==> src/rtl/inst_fetch_if.sv <==
// Instruction-fetch interface stage.
// Issues one SRAM-like fetch at a time and buffers the word for decode.
module inst_fetch_if #(
  parameter int DW = 32
) (
  input  logic          clk,
  input  logic          rst,
  input  logic          pc_ce,
  input  logic [DW-1:0] pc,
  input  logic          stall_id,
  input  logic          flush,
  output logic          pc_en,
  output logic          inst_req,
  output logic [DW-1:0] inst_addr,
  input  logic          inst_addr_ok,
  input  logic [DW-1:0] inst_rdata,
  input  logic          inst_data_ok,
  output logic          if_valid,
  output logic [DW-1:0] if_pc,
  output logic [DW-1:0] if_inst,
  output logic          if_adel
);

  typedef enum logic [1:0] {
    IDLE,
    REQ,
    DATA,
    OUT
  } state_t;

  state_t        state;
  state_t        state_nx;
  logic          cancel;
  logic          cancel_nx;
  logic [DW-1:0] req_addr;
  logic [DW-1:0] req_pc;
  logic [DW-1:0] pc_phys;
  logic          pc_mis;
  logic          start;
  logic          latch;
  logic          cap_data;
  logic          cap_adel;

  // kseg0/kseg1 fold onto the low 512 MB of physical space
  assign pc_phys = (pc[DW-1:DW-2] == 2'b10) ?
                   {3'b000, pc[DW-4:0]} : pc;
  assign pc_mis  = (pc[1:0] != 2'b00);
  assign start   = (state == IDLE) & pc_ce & ~flush;
  assign if_valid = (state == OUT);

  // next state, bus request and PC enable
  always_comb begin
    state_nx  = state;
    cancel_nx = cancel;
    inst_req  = 1'b0;
    inst_addr = req_addr;
    pc_en     = flush;
    latch     = 1'b0;
    cap_data  = 1'b0;
    cap_adel  = 1'b0;
    unique case (state)
      IDLE: begin
        inst_addr = pc_phys;
        if (start && !pc_mis) begin
          inst_req = 1'b1;
          latch    = 1'b1;
          state_nx = inst_addr_ok ? DATA : REQ;
        end else if (start) begin
          cap_adel = 1'b1;
          state_nx = OUT;
        end
      end
      REQ: begin
        inst_req = 1'b1;
        if (flush) cancel_nx = 1'b1;
        if (inst_addr_ok) state_nx = DATA;
      end
      DATA: begin
        if (inst_data_ok) begin
          cancel_nx = 1'b0;
          if (cancel || flush) begin
            state_nx = IDLE;
          end else begin
            cap_data = 1'b1;
            state_nx = OUT;
          end
        end else if (flush) begin
          cancel_nx = 1'b1;
        end
      end
      OUT: begin
        if (flush) begin
          state_nx = IDLE;
        end else if (!stall_id) begin
          pc_en    = 1'b1;
          state_nx = IDLE;
        end
      end
    endcase
  end

  // state, request latch and decode-side output registers
  always_ff @(posedge clk) begin
    if (rst) begin
      state    <= IDLE;
      cancel   <= 1'b0;
      req_addr <= '0;
      req_pc   <= '0;
      if_pc    <= '0;
      if_inst  <= '0;
      if_adel  <= 1'b0;
    end else begin
      state  <= state_nx;
      cancel <= cancel_nx;
      if (latch) begin
        req_pc   <= pc;
        req_addr <= pc_phys;
      end
      if (cap_adel) begin
        if_pc   <= pc;
        if_inst <= '0;
        if_adel <= 1'b1;
      end else if (cap_data) begin
        if_pc   <= req_pc;
        if_inst <= inst_rdata;
        if_adel <= 1'b0;
      end
    end
  end

endmodule

==> config.mk <==
export PLATFORM = sky130hd
export DESIGN_NAME = inst_fetch_if
export DESIGN_NICKNAME = d
export VERILOG_FILES = /design/src/rtl/inst_fetch_if.sv
export SDC_FILE = /design/constraint.sdc
export NUM_CORES = 1
export LEC_CHECK = 0
export BUFFER_PORTS_ARGS = -buffer_cell sky130_fd_sc_hd__buf_4
export CAP_MARGIN = 20
export CORE_ASPECT_RATIO = 1.25
export CORE_MARGIN = 8
export CORE_UTILIZATION = 40
export DETAILED_ROUTE_END_ITERATION = 10
export PLACE_DENSITY = 0.69
export SLEW_MARGIN = 20
export SYNTH_ARGS = -nofsm -noshare
export SYNTH_HDL_FRONTEND = slang
export SYNTH_SLANG_ARGS = --single-unit
==> constraint.sdc <==
create_clock -name clk -period 3.3 [get_ports clk]
set_input_delay 0.33 -clock clk [delete_from_list [all_inputs] [get_ports clk]]
set_output_delay 0.33 -clock clk [all_outputs]
set_load 0.01 [all_outputs]
=== Word level (Yosys, flattened, before mapping) ===
Index checks and enable logic that the tools add are counted.

* Bitwise operators: 3
* Mux-type cells: 30
* Eq/ne operators: 8
* Reductions and logical operators: 9

{| class="wikitable"
|+ Operators with widths
! operator !! number
|-
| 32-bit two-way mux || 4
|-
| 2-bit two-way mux || 8
|-
| 1-bit two-way mux || 15
|-
| 2-bit one-hot mux with 4 select lines || 1
|-
| 2-bit equality test, second input constant || 3
|-
| 2-bit nonzero test || 3
|-
| 2-bit inequality test, second input constant || 2
|-
| 1-bit one-hot mux with 2 select lines || 2
|-
| 4-bit AND reduction || 1
|-
| 3-bit by 2-bit inequality test with 1-bit output, second input constant || 1
|-
| 3-bit inequality test, second input constant || 1
|-
| 1-bit bitwise AND || 2
|-
| 2-bit by 1-bit equality test with 1-bit output, second input constant || 1
|-
| 2-bit zero test || 1
|-
| 2-bit OR reduction || 1
|-
| 1-bit logical AND || 1
|-
| 1-bit zero test || 1
|-
| 1-bit logical OR || 1
|-
| 1-bit NOT || 1
|}

* Flip-flop bits (word level): 132
* Word-level logic and storage cells: 57
* Input bits: 71

=== Longest topological paths before layout ===
* Depth after elaboration: 7
* Mapped depth: 10
* Gate-level depth less buffers: 6

=== Least setup slack after synthesis ===
OpenSTA, ideal clock, no wires.

* Path type: register -> register
* Start: register state[0]
* End: register req_addr[28]
* Setup slack: 1.549 ns
* Cell stages (with the launch flop): 11
* Clock period less this slack: 1.751 ns
* Required time: 3.165 ns
* Arrival: 1.616 ns
* Path through: dfxtp_1 -> inv_1 -> ha_1 -> buf_4 -> and3b_1 -> buf_4 -> and2_1 -> buf_2 -> buf_2 -> nand2_1 -> a21oi_1

* Longest elaborated chain between the ends: 6

{| class="wikitable"
|+ Ends and longest elaborated chain
! item !! RTL line !! text
|-
| from (decl) || 31 || <nowiki>state_t state;</nowiki>
|-
| from (signal assigned) || 113 || <nowiki>state <= state_nx;</nowiki>
|-
| 2-bit zero test * || 48, 61 ||
|-
| 1-bit bitwise AND (2 in a row) || 48 || <nowiki>assign start = (state == IDLE) & pc_ce & ~flush;</nowiki>
|-
| 1-bit logical AND || 64 || <nowiki>if (start && !pc_mis) begin</nowiki>
|-
| 1-bit two-way mux || 64 ||
|-
| 1-bit two-way mux * || 61 || <nowiki>unique case (state)</nowiki>
|-
| to (signal assigned) || 117 || <nowiki>req_addr <= pc_phys;</nowiki>
|-
| to (decl) || 35 || <nowiki>logic [DW-1:0] req_addr;</nowiki>
|}

Mark *: on every way between the ends. The rest lies on a longest branch, timed or not.
A chain may end at the register's enable or synchronous reset.

=== Final worst setup path ===
* Start: register state[0]
* End: output port inst_req

* Longest elaborated chain between the ends: 6
* Elaborated cells between the ends (all ways): 7
* Classes of those cells: 1 x eq/ne; 2 x mux; 2 x bitwise; 2 x reduce/logical

{| class="wikitable"
|+ Ends and longest elaborated chain
! item !! RTL line !! text
|-
| 2-bit zero test || 48, 61 ||
|-
| 1-bit bitwise AND (2 in a row) || 48 ||
|-
| 1-bit logical AND || 64 ||
|-
| 1-bit two-way mux || 64 ||
|-
| 1-bit one-hot mux with 2 select lines * || 61 ||
|-
| to (decl) || 13 || <nowiki>output logic inst_req,</nowiki>
|}

Marked as above.

==> summary.txt <==
Timing
  – Max Slew Vio Count: 0
  – Minimum hold slack: 0.235 ns
  – Final Hold Viols: 0
  – Setup TNS: 0 ns
  – Tmin final: 2.32 ns
  – Setup Skew: 0.00525 ns
  – Max Freq: 0.431 GHz
  – Slew of the pin with the lowest slew margin: 0.693 ns
  – Final worst path period share: roughly 70%
  – Unrepaired setup endpoints after global routing: false
  – Setup violators final: 0
  – Slew headroom: 53.8%

Yosys
  – Area share of the largest cell type after synthesis: 44.8%
  – Flops & latches, synth: slightly above 100
  – Syn Area/Cell: 8.49 µm²
  – Ranking of synthesized cells by area: dfxtp_1 (45%), nand2_1 (16%), a311oi_2 (8.8%), a21oi_1 (7.6%), mux2_2 (7.6%)
  – Post-Synthesis Cells: 542
  – Top-count cell post-synth: nand2_1
  – Area leader, netlist: dfxtp_1
  – Warnings from Yosys: 0
  – Sequential share of the synthesized area: 44.8%
  – Mapped Area: 4600 µm²
  – Synthesized Nets: 617
  – Post-synth cell types: 34
  – Asr flop ratio synth: 0%
  – Post-synth EDFFs: 0
  – Ys flop type: dfxtp_1
  – Most instantiated cells after synthesis: nand2_1 (191), dfxtp_1 (103), a21oi_1 (70)

Setup path
  – Critical Path AT: 1.99 ns
  – Worst-path maximum fanout: 19
  – Worst path required time: about 3.0 ns
  – CP endpoint kind: primary output
  – Startpoint Class: flip-flop
  – Critical path class: flip-flop to primary output

Placed design
  – Gpl congestion: 0.825
  – # port buffers: 170
  – Detailed Place HPWL: a little under 10,000 µm

Min path
  – Hold Crit Class: primary input to flip-flop

Floorplanning
  – Die ar.: between 15,000 and 20,000 µm²
  – Core ar.: between 10,000 and 15,000 µm²
  – Die width: about 110 µm
  – Row Count: 44
  – Starting Density: 40.4%
  – # IOs: 171
  – Die Height: 136 µm

Final layout
  – Layout fillers: 1,068
  – Layout cells sized above 1: 37.5%
  – Nets@finish: approximately 760
  – Area grow syn2layout: 35.1%
  – Ant. Diodes: 0

Clocking
  – Total clock sinks: 103
  – Clk pin slew, worst setup/hold paths: 0.07 ns
  – Root buffer cell: clkbuf_16
  – Cts repair resizes: 0
  – Post-CTS setup buffer count: 0
  – Clk_lat worst skew: 0.34 ns
  – CTS tree: yes
  – Hold_buf cts: 0
  – Max clock buf depth: 2
  – TritonCTS buffer count: 9
  – # H-tree levels: 3

Routing
  – Via count: roughly 4,300
  – M1 WL: 5440 µm
  – DR vias/cell: between 5 and 6
  – Met3 WL: ~1200 µm
  – Wire per inst: 16.4 µm
  – Post-Route WL: 13,700 µm
  – DRT iter0 DRCs: 142
  – DRC violations left: 0
  – Met2 routed WL: 6830 µm
  – First drt pass iteration count: 4
  – Antenna Nets Post-Route: 0
  – Highest Signal Layer: met4

Pwr
  – Power per cell area: between 600 and 700 nW/µm²
  – Worst VDD drop: 0.000314 V
  – Leak: 2.50 nW

GRT
  – Maximum number of pins on one net before global-route repair: 65
  – Initial antenna violation count: 0
  – GRT overflow: 0
  – First-pass GRT wire length: 22,100 µm
  – Aggregate global-route resource usage: approximately 18%
  – Via count of the first global-routing pass: about 4,500

Flow run
  – Max-Cap Viols: 0

Run status
  – Status: complete, no violations
layout by cell type (no fill, tap or decap), drive strengths merged, types with 4 or more instances in the layout:
cell type,n
ha,4
a21oi,70
clkbuf,11
dfxtp,103
mux2,31
buf,177
clkinv,4
inv,6
nand2,192
nand2b,4
nor2,35
a311oi,31
area by class of cell:
class | instances | area, µm² | share of cell area, %
clock buffer | 11 | 243 | 3.90
clock inverter | 5 | 57.6 | 0.925
inverter | 6 | 22.5 | 0.362
multi-input combinational | 391 | 2320 | 37.3
sequential | 103 | 2060 | 33.2
tap | 138 | 173 | 2.78
timing repair buffer | 177 | 1340 | 21.6
metal layers:
layer	vias up	global-route usage, %
li1	2115	-
met1	2044	19.0
met2	152	31.1
met3	17	6.67
met4	0	5.86
met5	-	0
metrics by stage:
stage	power, W	area, µm²	instances	worst slack, ns	utilization, %
after floorplan	0.00227	4600	542	1.55	-
after global placement	0.00282	5920	815	1.15	51.9
after detailed placement	0.00285	5920	815	1.01	51.9
after CTS	0.00392	6220	831	0.958	54.6
after global routing	0.00407	6220	831	0.832	54.6
final	0.00387	6220	831	0.980	54.6
where the power goes:
part	switching [W]	total [W]	internal [W]
Clock	0.000452	0.00106	0.000609
Combinational	0.000695	0.00138	0.000687
Sequential	0.0000750	0.00143	0.00135
Total	0.00122	0.00387	0.00265
state kept, by name, indices dropped and copies added (netlist names):
signal and count:
if_inst 32, if_pc 32, state 2, if_adel 1
req_pc 3, req_addr 32, cancel 1
critical path, cell delays in order (launching register included):
cell      delay [ns]
dfxtp_1         0.34
inv_1           0.10
ha_2            0.18
and3b_1         0.36
nand2_2         0.36
nand2b_1        0.18
buf_4           0.13
path summary, 6_finish.rpt:
check	start	endpoint	slack (ns)	depth (start not counted)
worst max-delay path	state[0]	inst_req	0.98	6
worst min register to register	if_inst[18]	if_inst[18]	0.45	2
worst max register to register	state[0]	if_pc[29]	0.98	7
worst min-delay path	inst_rdata[18]	if_inst[18]	0.24	3
cell families after synthesis:
family	synth area share, %
buffers and inverters	5.19
AND/OR/NAND/NOR	21.5
flip-flops	44.8
multiplexers	7.80
AO/OA/AOI/OAI	19.6
adder cells (fa/ha/maj)	1.09
(Power assumes the default switching activity.)
